`src/rtl/ulpb_lc_handshake_pkg.sv`:
```
// rtl/ulpb_lc_handshake_pkg.sv - shared widths, IO levels and FSM encodings for the LC handshake endpoint
package ulpb_lc_handshake_pkg;

    localparam int ULPB_ADDR_WIDTH = 8;
    localparam int ULPB_DATA_WIDTH = 32;

    // Isolation control levels, identical to the always-on domain definitions.
    localparam logic IO_HOLD    = 1'b1;
    localparam logic IO_RELEASE = 1'b0;

    typedef enum logic {
        RX_IDLE,
        RX_ACKED
    } rx_state_t;

    typedef enum logic [2:0] {
        TX_IDLE,
        TX_REQ_HI,
        TX_ACK_LO,
        TX_WAIT_RESP,
        TX_RESP
    } tx_state_t;

    // A simultaneous success and failure report is treated as a failure.
    function automatic logic resp_is_succ(input logic succ, input logic fail);
        return succ & ~fail;
    endfunction

endpackage

```
`src/rtl/ulpb_sync2.sv`:
```
// rtl/ulpb_sync2.sv - two-flop level synchronizer
// Ports: clk, rst_n (async active-low), d (asynchronous level), q (synchronized level)
module ulpb_sync2 (
    input  logic clk,
    input  logic rst_n,
    input  logic d,
    output logic q
);

    logic meta;

    always_ff @(posedge clk or negedge rst_n) begin
        if (!rst_n) begin
            meta <= 1'b0;
            q    <= 1'b0;
        end else begin
            meta <= d;
            q    <= meta;
        end
    end

endmodule

```
`src/rtl/ulpb_lc_handshake.sv`:
```
// rtl/ulpb_lc_handshake.sv - layer-side terminator of the BC<->LC four-phase RX/TX handshakes
// Ports: CLK/RESETn; RX_* from/to the bus controller; TX_*, PRIORITY, TX_RESP_ACK towards it;
//        USR_RX_* FIFO head and fail pulse to layer logic; USR_TX_* word offer and completion status.
module ulpb_lc_handshake
    import ulpb_lc_handshake_pkg::*;
#(
    parameter int ADDR_WIDTH = ULPB_ADDR_WIDTH,
    parameter int DATA_WIDTH = ULPB_DATA_WIDTH,
    parameter int RX_DEPTH   = 4
) (
    input  logic                  CLK,
    input  logic                  RESETn,
    input  logic [ADDR_WIDTH-1:0] RX_ADDR,
    input  logic [DATA_WIDTH-1:0] RX_DATA,
    input  logic                  RX_REQ,
    input  logic                  RX_PEND,
    input  logic                  RX_FAIL,
    output logic                  RX_ACK,
    output logic [ADDR_WIDTH-1:0] TX_ADDR,
    output logic [DATA_WIDTH-1:0] TX_DATA,
    output logic                  TX_PEND,
    output logic                  TX_REQ,
    output logic                  PRIORITY,
    input  logic                  TX_ACK,
    input  logic                  TX_SUCC,
    input  logic                  TX_FAIL,
    output logic                  TX_RESP_ACK,
    output logic                  USR_RX_VALID,
    input  logic                  USR_RX_READY,
    output logic [ADDR_WIDTH-1:0] USR_RX_ADDR,
    output logic [DATA_WIDTH-1:0] USR_RX_DATA,
    output logic                  USR_RX_PEND,
    output logic                  USR_RX_FAIL,
    input  logic                  USR_TX_VALID,
    output logic                  USR_TX_READY,
    input  logic [ADDR_WIDTH-1:0] USR_TX_ADDR,
    input  logic [DATA_WIDTH-1:0] USR_TX_DATA,
    input  logic                  USR_TX_PEND,
    input  logic                  USR_TX_PRIO,
    output logic                  USR_TX_DONE,
    output logic                  USR_TX_SUCC
);

    localparam int PW = $clog2(RX_DEPTH);
    localparam int EW = ADDR_WIDTH + DATA_WIDTH + 1;
    localparam logic [PW:0] FULL_CNT = (PW + 1)'(RX_DEPTH);

    // ------------------------------------------------------------------
    // Synchronizers for the asynchronous control levels
    // ------------------------------------------------------------------
    logic rx_req_s, rx_fail_s, tx_ack_s, tx_succ_s, tx_fail_s;

    ulpb_sync2 u_sync_rx_req  (.clk(CLK), .rst_n(RESETn), .d(RX_REQ),  .q(rx_req_s));
    ulpb_sync2 u_sync_rx_fail (.clk(CLK), .rst_n(RESETn), .d(RX_FAIL), .q(rx_fail_s));
    ulpb_sync2 u_sync_tx_ack  (.clk(CLK), .rst_n(RESETn), .d(TX_ACK),  .q(tx_ack_s));
    ulpb_sync2 u_sync_tx_succ (.clk(CLK), .rst_n(RESETn), .d(TX_SUCC), .q(tx_succ_s));
    ulpb_sync2 u_sync_tx_fail (.clk(CLK), .rst_n(RESETn), .d(TX_FAIL), .q(tx_fail_s));

    // ------------------------------------------------------------------
    // RX FIFO
    // ------------------------------------------------------------------
    logic [EW-1:0] fifo_mem [RX_DEPTH];
    logic [PW-1:0] wr_ptr, rd_ptr;
    logic [PW:0]   rx_count;
    logic          fifo_full;
    logic          rx_push, rx_pop;

    assign fifo_full    = (rx_count == FULL_CNT);
    assign USR_RX_VALID = (rx_count != '0);
    assign rx_pop       = USR_RX_VALID && USR_RX_READY;
    assign {USR_RX_ADDR, USR_RX_DATA, USR_RX_PEND} = fifo_mem[rd_ptr];

    always_ff @(posedge CLK or negedge RESETn) begin
        if (!RESETn) begin
            for (int i = 0; i < RX_DEPTH; i++) begin
                fifo_mem[i] <= '0;
            end
            wr_ptr   <= '0;
            rd_ptr   <= '0;
            rx_count <= '0;
        end else begin
            if (rx_push) begin
                fifo_mem[wr_ptr] <= {RX_ADDR, RX_DATA, RX_PEND};
                wr_ptr           <= wr_ptr + 1'b1;
            end
            if (rx_pop) begin
                rd_ptr <= rd_ptr + 1'b1;
            end
            case ({rx_push, rx_pop})
                2'b10:   rx_count <= rx_count + 1'b1;
                2'b01:   rx_count <= rx_count - 1'b1;
                default: rx_count <= rx_count;
            endcase
        end
    end

    // ------------------------------------------------------------------
    // RX FSM
    // ------------------------------------------------------------------
    rx_state_t rx_state, rx_state_nxt;
    logic      rx_ack_nxt;

    // A full FIFO withholds the acknowledge; that is the only backpressure the BC sees.
    assign rx_push = (rx_state == RX_IDLE) && rx_req_s && !fifo_full;

    always_ff @(posedge CLK or negedge RESETn) begin
        if (!RESETn) begin
            rx_state <= RX_IDLE;
            RX_ACK   <= 1'b0;
        end else begin
            rx_state <= rx_state_nxt;
            RX_ACK   <= rx_ack_nxt;
        end
    end

    always_comb begin
        rx_state_nxt = rx_state;
        case (rx_state)
            RX_IDLE:  if (rx_push)   rx_state_nxt = RX_ACKED;
            RX_ACKED: if (!rx_req_s) rx_state_nxt = RX_IDLE;
            default:                 rx_state_nxt = RX_IDLE;
        endcase
    end

    // Handshake outputs cross to the BC domain, so they come straight from flops.
    always_comb begin
        rx_ack_nxt = (rx_state_nxt == RX_ACKED);
    end

    logic rx_fail_d;

    always_ff @(posedge CLK or negedge RESETn) begin
        if (!RESETn) begin
            rx_fail_d   <= 1'b0;
            USR_RX_FAIL <= 1'b0;
        end else begin
            rx_fail_d   <= rx_fail_s;
            USR_RX_FAIL <= rx_fail_s && !rx_fail_d;
        end
    end

    // ------------------------------------------------------------------
    // TX FSM
    // ------------------------------------------------------------------
    tx_state_t tx_state, tx_state_nxt;
    logic      tx_resp_s;
    logic      msg_active;
    logic      tx_abort;
    logic      tx_accept;
    logic      tx_status;
    logic      tx_req_nxt, tx_resp_ack_nxt, tx_done_nxt;

    assign tx_resp_s = tx_succ_s || tx_fail_s;

    // A response outside the wait state is an early abort by the BC. In ACK_LO it only
    // counts while ACK is still high; once ACK is low the word has completed normally and
    // the response is picked up by the following state.
    always_comb begin
        tx_abort = 1'b0;
        case (tx_state)
            TX_IDLE:   tx_abort = tx_resp_s && msg_active;
            TX_REQ_HI: tx_abort = tx_resp_s;
            TX_ACK_LO: tx_abort = tx_resp_s && tx_ack_s;
            default:   tx_abort = 1'b0;
        endcase
    end

    assign USR_TX_READY = (tx_state == TX_IDLE) && !tx_abort;
    assign tx_accept    = USR_TX_READY && USR_TX_VALID;

    always_ff @(posedge CLK or negedge RESETn) begin
        if (!RESETn) begin
            tx_state    <= TX_IDLE;
            TX_REQ      <= 1'b0;
            TX_RESP_ACK <= 1'b0;
            USR_TX_DONE <= 1'b0;
        end else begin
            tx_state    <= tx_state_nxt;
            TX_REQ      <= tx_req_nxt;
            TX_RESP_ACK <= tx_resp_ack_nxt;
            USR_TX_DONE <= tx_done_nxt;
        end
    end

    always_comb begin
        tx_state_nxt = tx_state;
        case (tx_state)
            TX_IDLE: begin
                if (tx_abort)       tx_state_nxt = TX_RESP;
                else if (tx_accept) tx_state_nxt = TX_REQ_HI;
            end
            TX_REQ_HI: begin
                if (tx_abort)      tx_state_nxt = TX_RESP;
                else if (tx_ack_s) tx_state_nxt = TX_ACK_LO;
            end
            TX_ACK_LO: begin
                if (tx_abort)       tx_state_nxt = TX_RESP;
                else if (!tx_ack_s) tx_state_nxt = TX_PEND ? TX_IDLE : TX_WAIT_RESP;
            end
            TX_WAIT_RESP: if (tx_resp_s)  tx_state_nxt = TX_RESP;
            TX_RESP:      if (!tx_resp_s) tx_state_nxt = TX_IDLE;
            default:                      tx_state_nxt = TX_IDLE;
        endcase
    end

    always_comb begin
        tx_req_nxt      = (tx_state_nxt == TX_REQ_HI);
        tx_resp_ack_nxt = (tx_state_nxt == TX_RESP);
        tx_done_nxt     = (tx_state == TX_RESP) && (tx_state_nxt == TX_IDLE);
    end

    // TX datapath: latched word, message priority and completion status.
    always_ff @(posedge CLK or negedge RESETn) begin
        if (!RESETn) begin
            TX_ADDR     <= '0;
            TX_DATA     <= '0;
            TX_PEND     <= 1'b0;
            PRIORITY    <= 1'b0;
            msg_active  <= 1'b0;
            tx_status   <= 1'b0;
            USR_TX_SUCC <= 1'b0;
        end else begin
            if (tx_accept) begin
                TX_ADDR    <= USR_TX_ADDR;
                TX_DATA    <= USR_TX_DATA;
                TX_PEND    <= USR_TX_PEND;
                msg_active <= 1'b1;
                if (!msg_active) begin
                    PRIORITY <= USR_TX_PRIO;
                end
            end
            if (tx_abort) begin
                tx_status <= 1'b0;
            end else if (tx_state == TX_WAIT_RESP && tx_resp_s) begin
                tx_status <= resp_is_succ(tx_succ_s, tx_fail_s);
            end
            if (tx_done_nxt) begin
                USR_TX_SUCC <= tx_status;
                PRIORITY    <= 1'b0;
                msg_active  <= 1'b0;
            end
        end
    end

endmodule

```
`config.mk`:
```
export PLATFORM = sky130hd
export DESIGN_NAME = ulpb_lc_handshake
export DESIGN_NICKNAME = d
export VERILOG_FILES = /design/src/rtl/ulpb_lc_handshake_pkg.sv /design/src/rtl/ulpb_sync2.sv /design/src/rtl/ulpb_lc_handshake.sv
export SDC_FILE = /design/constraint.sdc
export NUM_CORES = 1
export LEC_CHECK = 0
export BUFFER_PORTS_ARGS = -buffer_cell sky130_fd_sc_hd__buf_2
export CORE_ASPECT_RATIO = 0.5
export CORE_MARGIN = 2
export CORE_UTILIZATION = 55
export CTS_CLUSTER_SIZE = 20
export DETAILED_ROUTE_END_ITERATION = 10
export PLACE_DENSITY = 0.79
export SLEW_MARGIN = 10
export SYNTH_ARGS = -nofsm -noshare
export SYNTH_HDL_FRONTEND = slang
export SYNTH_HIERARCHICAL = 1
export SYNTH_SLANG_ARGS = --single-unit
```
`constraint.sdc`:
```
create_clock -name CLK -period 3 [get_ports CLK]
set_input_delay 0.3 -clock CLK [delete_from_list [all_inputs] [get_ports CLK]]
set_output_delay 0.3 -clock CLK [all_outputs]
set_load 0.02 [all_outputs]
```
==> results by group, run 1 <==
Run status
  • Run status: complete, but fails checks
  • Failing checks: design-rule violations

Clock tree
  • Post-cts resize count: 0
  • CTS Buf Count: 21
  • Worst-Skew Late Latency: 490 ps
  • Clock transition at path regs: 70 ps
  • Root Driver: clkbuf_16
  • Num Clock Sinks: 235
  • CTS tree: yes
  • Clock tree buffer depth: 3
  • H-tree levels: 1

Global routing
  • Grt ovf: 0
  • Initial antenna violation count: 1
  • First-pass GRT wire length: around 31 mm
  • Gr usage total: 20.5%
  • Vias in the first global route: 6,053
  • Largest net degree at the start of global routing: just under 90

Logic synthesis
  • Synth area leaders: dfrtp_1 59%, mux2_2 21%, mux4_2 9.3%
  • Ys flop type: dfrtp_1
  • Mapped Cells: roughly 590
  • Synth async-reset ratio: 100%
  • Ys Warns: 6
  • Top cell type's share of synthesized area: 59.0%
  • Net Count, Synth: 686
  • Number of synthesized flops with an enable pin: 0
  • Register area share after synthesis: 59.0%
  • Mapped cell area: 9970 sq um
  • Distinct cells, synth: 38
  • Leading area contributor after synthesis: dfrtp_1
  • Flops & latches, synth: 235
  • Mapped Avg Cell Area: ~17 sq um

Placement
  • Detail Placement HPWL: 12.5 mm
  • RePlAce Congestion: 0.775
  • I/O Buffers: between 150 and 200
  • Placed cell areas: 11,000 sq um
  • Pre-CTS setup slack: between 600 and 700 ps

STA
  • Max-slew headroom: a little over half
  • Setup_tns: 0 ps
  • Finish-stage setup viols: 0
  • Worst-margin pin slew: just under 700 ps
  • Final period util: 79.1%
  • Clk_skew: 6.04 ps
  • Maximum clock frequency: 421 MHz
  • Fin. Hold Viols: 0
  • PnR worst setup slack: 626 ps
  • Final Slew Violations: 0
  • Clock period minus worst slack: 2370 ps
  • RSZ-0062 raised after global routing: false

Detailed routing
  • Drc violations: 17
  • Vias: 5,599
  • DR WL/cell: 18.7 um
  • Antenna Nets Post-Route: 0
  • Initial DRT Pass Iterations: 10
  • 1st-iter DRT viols: 240
  • Vias per cell: 5.49
  • Final wirelength: around 19 mm

Final layout
  • Core Util, Final: 66.5%
  • Fill cells: 1,280
  • Fin area: 11,700 sq um
  • Area of the multi-input gates: 3770 sq um
  • Diode count: 0
  • Fraction of layout cells with a size suffix above 1: 58.5%
  • Final #Nets: 872
  • FF/Latch Area: 5880 sq um
  • Synthesis-to-finish area growth: 17.1%

Pwr
  • Static leakage: 5.26 nW
  • Net Sw Frac: roughly a third
  • Worst VDD drop: 0.000599 V
  • Internal power: 0.00908 W
  • Power, Total: roughly 0.014 W
  • Sw Pwr: 0.00486 W
  • Clock network fraction of design power: 17.6%
  • Reg power frac: 39.7%
  • P per Cell Area: 1190 nW/um^2
  • Power share of the combinational group: 42.7%

Min path
  • Hold crit path type: input pin to flip-flop

Critical path
  • CP max FO: 8
  • Delay-heaviest family, CP: simple AND/OR/NAND/NOR gates
  • CP endpoint kind: flip-flop
  • R2R Setup Slk: 630 ps
  • Max incr delay on CP: between 400 and 500 ps
  • Critical path launch point type: flip-flop
  • CP Cell Sequence: or3b_1 -> and3b_1 -> inv_1 -> ha_1 -> inv_1 -> fa_1 -> xor2_1 -> nor2_1 -> xor2_1
  • CP Data Required Time: 3410 ps
  • Critical-path top delay cell: dfrtp_1
  • Crit path kind: flip-flop to flip-flop
  • CP Buf/Inv Count: 2
  • CP arrival: 2780 ps

Die
  • Chip Height: 99.2 um
  • Die area: 19,300 sq um
  • Core area: roughly 18,000 sq um
  • Die span in x: 194 um
  • Initial Utilization: 56.7%
  • # IOs: about 180
  • Row cnt: 34

Flow run
  • Max cap viols: 0
[path summary, 6_finish.rpt]
kind | start | end | depth (start not counted)
setup / recovery | rx_count[0] | rx_count[2] | 9
hold / removal | USR_TX_DATA[31] | TX_DATA[31] | 2
setup reg to reg | rx_count[0] | rx_count[2] | 9
hold reg to reg | u_sync_tx_fail/meta | u_sync_tx_fail/q | 0
max in group asynchronous | RESETn | fifo_mem[147] | 3
min in group asynchronous | RESETn | fifo_mem[38] | 2
[kinds of logic after synthesis]
| group | Yosys count | synth area share, % |
|---|---|---|
| AO/OA/AOI/OAI | 18 | 1.33 |
| adder cells (fa/ha/maj) | 6 | 0.828 |
| AND/OR/NAND/NOR | 33 | 2.36 |
| multiplexers | 249 | 32.7 |
| flip-flops | 235 | 59.0 |
| buffers and inverters | 41 | 3.24 |
| XOR/XNOR | 6 | 0.527 |
[sequential cells by signal (all words and copies together) (netlist names), 2 cells and up]
register,cells
TX_ADDR,8
wr_ptr,2
TX_DATA,32
fifo_mem,164
tx_state,3
rd_ptr,2
rx_count,3
[cell usage in the layout, fill, tap and decap left out, types with 3 or more instances in the layout]
cell type	synthesis	routed
xnor2_1	3	3
dlygate4sd3_1	0	6
buf_2	6	181
a21oi_1	6	6
clkinv_2	0	5
buf_12	0	4
nand2_4	4	4
mux2_2	187	187
inv_1	7	7
xor2_1	3	3
dfrtp_1	235	233
clkbuf_16	0	21
clkbuf_1	6	6
ha_1	5	5
mux2_1	19	19
buf_4	1	5
mux4_2	41	41
nor2_1	8	8
nand2_1	4	4
nor2b_1	3	3
o21ai_0	3	3
nand2b_1	3	3
[power groups by stage]
stage	sequential [W]	combinational, W	clock (W)
detailed placement	0.00558	0.00604	0
global route	0.00573	0.00639	0.00267
finish	0.00553	0.00596	0.00246
floorplan	0.00566	0.00424	0
CTS	0.00553	0.00607	0.00253
global placement	0.00547	0.00589	0
[synthesized netlist by cell type, types with 3 or more instances]
cell type and n:
a21oi_1 6, buf_2 6, buf_6 21, clkbuf_1 6, dfrtp_1 235, ha_1 5, inv_1 7, mux2_1 19
mux2_2 187, mux4_2 41, nand2_1 4, nand2_4 4, nand2b_1 3, nor2_1 8, nor2b_1 3, o21ai_0 3
xnor2_1 3, xor2_1 3
[what timing repair did]
action,CTS,global route
buffers inserted,0,0
endpoints found under the hold margin,87,0
hold buffers,6,0
[layout make-up]
| class | count | area share [%] |
|---|---|---|
| clock inverter | 6 | 0.289 |
| tap | 234 | 2.51 |
| multi-input combinational | 312 | 32.3 |
| sequential | 235 | 50.4 |
| inverter | 7 | 0.225 |
| clock buffer | 29 | 4.93 |
| timing repair buffer | 197 | 9.41 |
[layer usage]
layer | GRT usage [%] | vias up | routed length (um)
met5 | 0 | - | 17
met4 | 4.20 | 2 | 256
met3 | 4.51 | 22 | 988
met2 | 35.1 | 128 | 9400
met1 | 27.6 | 2923 | 8450
li1 | - | 2524 | -
[per-stage QoR]
stage / hold slack, ps / instances
2_1_floorplan: 4.41 / 588
3_3_place_gp: 333 / 979
3_5_place_dp: 337 / 979
4_1_cts: 9.09 / 1020
5_1_grt: 9.94 / 1020
6_report: 26.2 / 1020
No activity file was read; power rests on OpenSTA's default activity.
==> run 2, diff against run 1 <==
--- a/config.mk
+++ b/config.mk
@@ -5,6 +5,7 @@
 export SDC_FILE = /design/constraint.sdc
 export NUM_CORES = 1
 export LEC_CHECK = 0
+export ABC_AREA = 1
 export BUFFER_PORTS_ARGS = -buffer_cell sky130_fd_sc_hd__buf_2
 export CORE_ASPECT_RATIO = 0.5
 export CORE_MARGIN = 2
==> constraint.sdc (replaced) <==
create_clock -name CLK -period 2.3 [get_ports CLK]
set_input_delay 0.23 -clock CLK [delete_from_list [all_inputs] [get_ports CLK]]
set_output_delay 0.23 -clock CLK [all_outputs]
set_load 0.02 [all_outputs]
==> run 2 against run 1 <==
The flow now finishes without violations. Setup slack lost 540 ps. Final area increased by 11%. Clock skew is 2.4 ps higher. Register-to-register slack got worse by 540 ps. Via count up 71%. Combinational power increased by 51%. Non-clock buffer count is 92 higher. Worst hold slack worse by 19 ps. Global-route usage increased by 9.7 points. Sequential power increased by 27%. Core utilization is 4.0 points higher. Wire length grew 57%.
==> results by group, run 2 <==
Run status
  • Run status: finished clean

Final layout
  • Largest register FFs: 164 (unchanged)
  • Commonest non-fill, non-tap cell in the layout: nand2_1
  • Most frequent cells in the layout: 387 x nand2_1, 262 x o21ai_0, 234 x dfrtp_1
  • Fin area: 13,000 sq um (+11%)
  • Fill cells: 1,386 (+8.3%)
  • Largest Register: fifo_mem
  • Core Util, Final: 70.5% (+4.0 points)
  • Diode count: 0 (unchanged)
  • Final #Nets: 1,559 (+79%)
  • Regs by FF count: fifo_mem (164), TX_DATA (32), TX_ADDR (8)
  • Synthesis-to-finish area growth: 25.6%
  • Fraction of layout cells with a size suffix above 1: 17.0% (-42 points)

Clock tree
  • Clock transition at path regs: 60 ps (about the same)
  • Clock tree buffer depth: 3 (unchanged)
  • CTS tree: yes
  • Num Clock Sinks: 235 (unchanged)
  • Root Driver: clkbuf_16
  • H-tree levels: 1 (unchanged)
  • CTS Buf Count: 22 (+4.8%)
  • Worst-Skew Late Latency: 510 ps (+20 ps)
  • Postcts setup bufs: 0 (unchanged)

STA
  • Clock period minus worst slack: 2220 ps (-155 ps)
  • Fin. Hold Viols: 0 (unchanged)
  • Hold Worst Slack: 7.47 ps (-18.7 ps)
  • Max-slew headroom: 8.88% (-45 points)
  • Final Slew Violations: 0 (unchanged)
  • RSZ-0062 raised after global routing: false
  • Worst-margin pin slew: 1370 ps (+674 ps)
  • PnR worst setup slack: 81.1 ps (-545 ps)
  • Final period util: 96.5% (+17 points)
  • Maximum clock frequency: 451 MHz (+7.0%)
  • Finish-stage setup viols: 0 (unchanged)
  • Setup_tns: 0 ps (unchanged)
  • Clk_skew: 8.43 ps (+2.39 ps)

Critical path
  • Critical path launch point type: flip-flop
  • CP endpoint kind: flip-flop
  • WP depth: 7 (-2)
  • CP max FO: 20 (+12)
  • Crit path kind: flip-flop to flip-flop
  • CP arrival: 2660 ps (-120 ps)
  • R2R Path Start: rx_count[0]
  • Critical Path Start: rx_count[0]
  • Worst Reg-to-Reg Cells: 7 (-2)
  • CP dominant cell by count: nand2_1
  • Critical-path top delay cell: nor2_2
  • Max incr delay on CP: 1050 ps (+640 ps)
  • Delay-heaviest family, CP: simple AND/OR/NAND/NOR gates
  • CP Data Required Time: 2740 ps (-670 ps)
  • CP Cell Sequence: inv_2 -> nand3_1 -> nand3b_1 -> buf_6 -> nor2_2 -> nand2_1 -> nand2_1
  • CP Buf/Inv Count: 2 (unchanged)

Die
  • Die area: 20,000 sq um (+3.5%)
  • Chip Height: 101 um (+1.7%)
  • Core area: 18,400 sq um (+4.7%)
  • # IOs: 183 (unchanged)
  • Initial Utilization: 56.1% (-0.60 points)
  • Die span in x: 198 um (+1.7%)
  • Row cnt: 35 (+2.9%)

Pwr
  • Worst VDD drop: 0.000853 V (+42%)
  • Static leakage: 6.41 nW (+22%)
  • P per Cell Area: 1510 nW/um^2 (+26%)

Detailed routing
  • Antenna Nets Post-Route: 0 (unchanged)
  • 1st-iter DRT viols: 721 (+200%)
  • Initial DRT Pass Iterations: 5 (-5)
  • Drc violations: 0 (-17)
  • Vias: 9,597 (+71%)
  • Vias per cell: 5.59 (+1.8%)
  • DR WL/cell: 17.5 um (-6.7%)
  • Final wirelength: 30.0 mm (+57%)

Logic synthesis
  • Leading area contributor after synthesis: dfrtp_1
  • Synth async-reset ratio: 100% (unchanged)
  • Flops & latches, synth: 235 (unchanged)
  • Register area share after synthesis: 56.9% (-2.0 points)
  • Number of synthesized flops with an enable pin: 0 (unchanged)
  • Mapped Cells: 1,232 (+110%)
  • Ys flop type: dfrtp_1
  • Ys Warns: 6 (unchanged)
  • Most frequent cells after synthesis: 387 x nand2_1, 262 x o21ai_0, 235 x dfrtp_1
  • Synth area leaders: dfrtp_1 57%, nand2_1 14%, o21ai_0 13%
  • Net Count, Synth: 1,330 (+94%)
  • Top cell type's share of synthesized area: 56.9% (-2.0 points)
  • Distinct cells, synth: 29 (-24%)
  • Mapped cell area: 10,300 sq um (+3.6%)
  • Cell with the most instances after synthesis: nand2_1
  • Mapped Avg Cell Area: 8.38 sq um (-51%)

Placement
  • Pre-CTS setup slack: 166 ps (-455 ps)
  • Placed cell areas: 11,400 sq um (+3.6%)
  • Detail Placement HPWL: 16.0 mm (+28%)
  • I/O Buffers: 182 (unchanged)
  • RePlAce Congestion: 0.785 (+1.2%)

Global routing
  • First-pass GRT wire length: 47.7 mm (+52%)
  • Grt ovf: 0 (unchanged)
  • Vias in the first global route: 9,502 (+57%)
  • Gr usage total: 30.2% (+9.7 points)
  • Initial antenna violation count: 0 (-1)
  • Largest net degree at the start of global routing: 78 (-10%)

Min path
  • Hold_sp: USR_TX_DATA[7]
  • Hold crit path type: input pin to flip-flop
  • Worst Hold Depth: 3 (+1)

Flow run
  • Max cap viols: 0 (unchanged)
[run 2: worst paths after layout]
path	end	slack [ps]
min reg2reg	u_sync_rx_req/q	350
min in group asynchronous	TX_DATA[5]	290
min	TX_DATA[7]	7
max in group asynchronous	rd_ptr[0]	1260
max	fifo_mem[132]	80
max reg2reg	fifo_mem[132]	80
[run 2: cell type report]
type | instances | area, sq um | area share [%]
sequential | 235 | 5880 | 45.4
timing repair buffer | 289 | 2000 | 15.4
tap | 240 | 300 | 2.32
inverter | 64 | 240 | 1.85
multi-input combinational | 849 | 3830 | 29.6
clock buffer | 37 | 688 | 5.31
clock inverter | 3 | 17.5 | 0.135
[run 2: what timing repair did]
item	in CTS	in global routing
hold buffers	85	0
gates resized for setup	0	1
endpoints found under the hold margin	255	0
setup endpoints to repair	0	2
[run 2: logic make-up (layout without fill, tap and decap cells)]
family | count (synthesis) | in the layout | synth area share [%]
simple gates | 498 | 499 | 18.6
compound gates | 339 | 339 | 17.1
flops | 235 | 235 | 56.9
fa+ha+maj | 6 | 6 | 0.800
xor+xnor | 5 | 5 | 0.424
buf+inv | 149 | 393 | 6.17
[run 2: metrics by stage]
| stage | std cells | power, W |
|---|---|---|
| 2_1_floorplan | 1232 | 0.0127 |
| 3_3_place_gp | 1591 | 0.0153 |
| 3_5_place_dp | 1591 | 0.0157 |
| 4_1_cts | 1716 | 0.0194 |
| 5_1_grt | 1717 | 0.0210 |
| 6_report | 1717 | 0.0196 |
[run 2: tightest hold or removal path, stage by stage]
cell	delay, ps
buf_2	100
inv_1	40
o21ai_0	90
[run 2: routing by layer]
metal  track usage (%)  up-vias  wire length [um]
met3              5.19       69              2440
met1              38.5     4639             12300
met2              52.7      432             14500
li1                  -     4457                 -
met5                 0        -                 0
met4              10.5        0               762
[run 2: power by group]
| part | switching (W) | leakage, nW | total [W] | internal (W) |
|---|---|---|---|---|
| logic | 0.00619 | 3.20 | 0.00897 | 0.00278 |
| registers | 0.000963 | 2.86 | 0.00703 | 0.00607 |
| clock network | 0.00154 | 0.344 | 0.00357 | 0.00204 |
| total | 0.00869 | 6.41 | 0.0196 | 0.0109 |
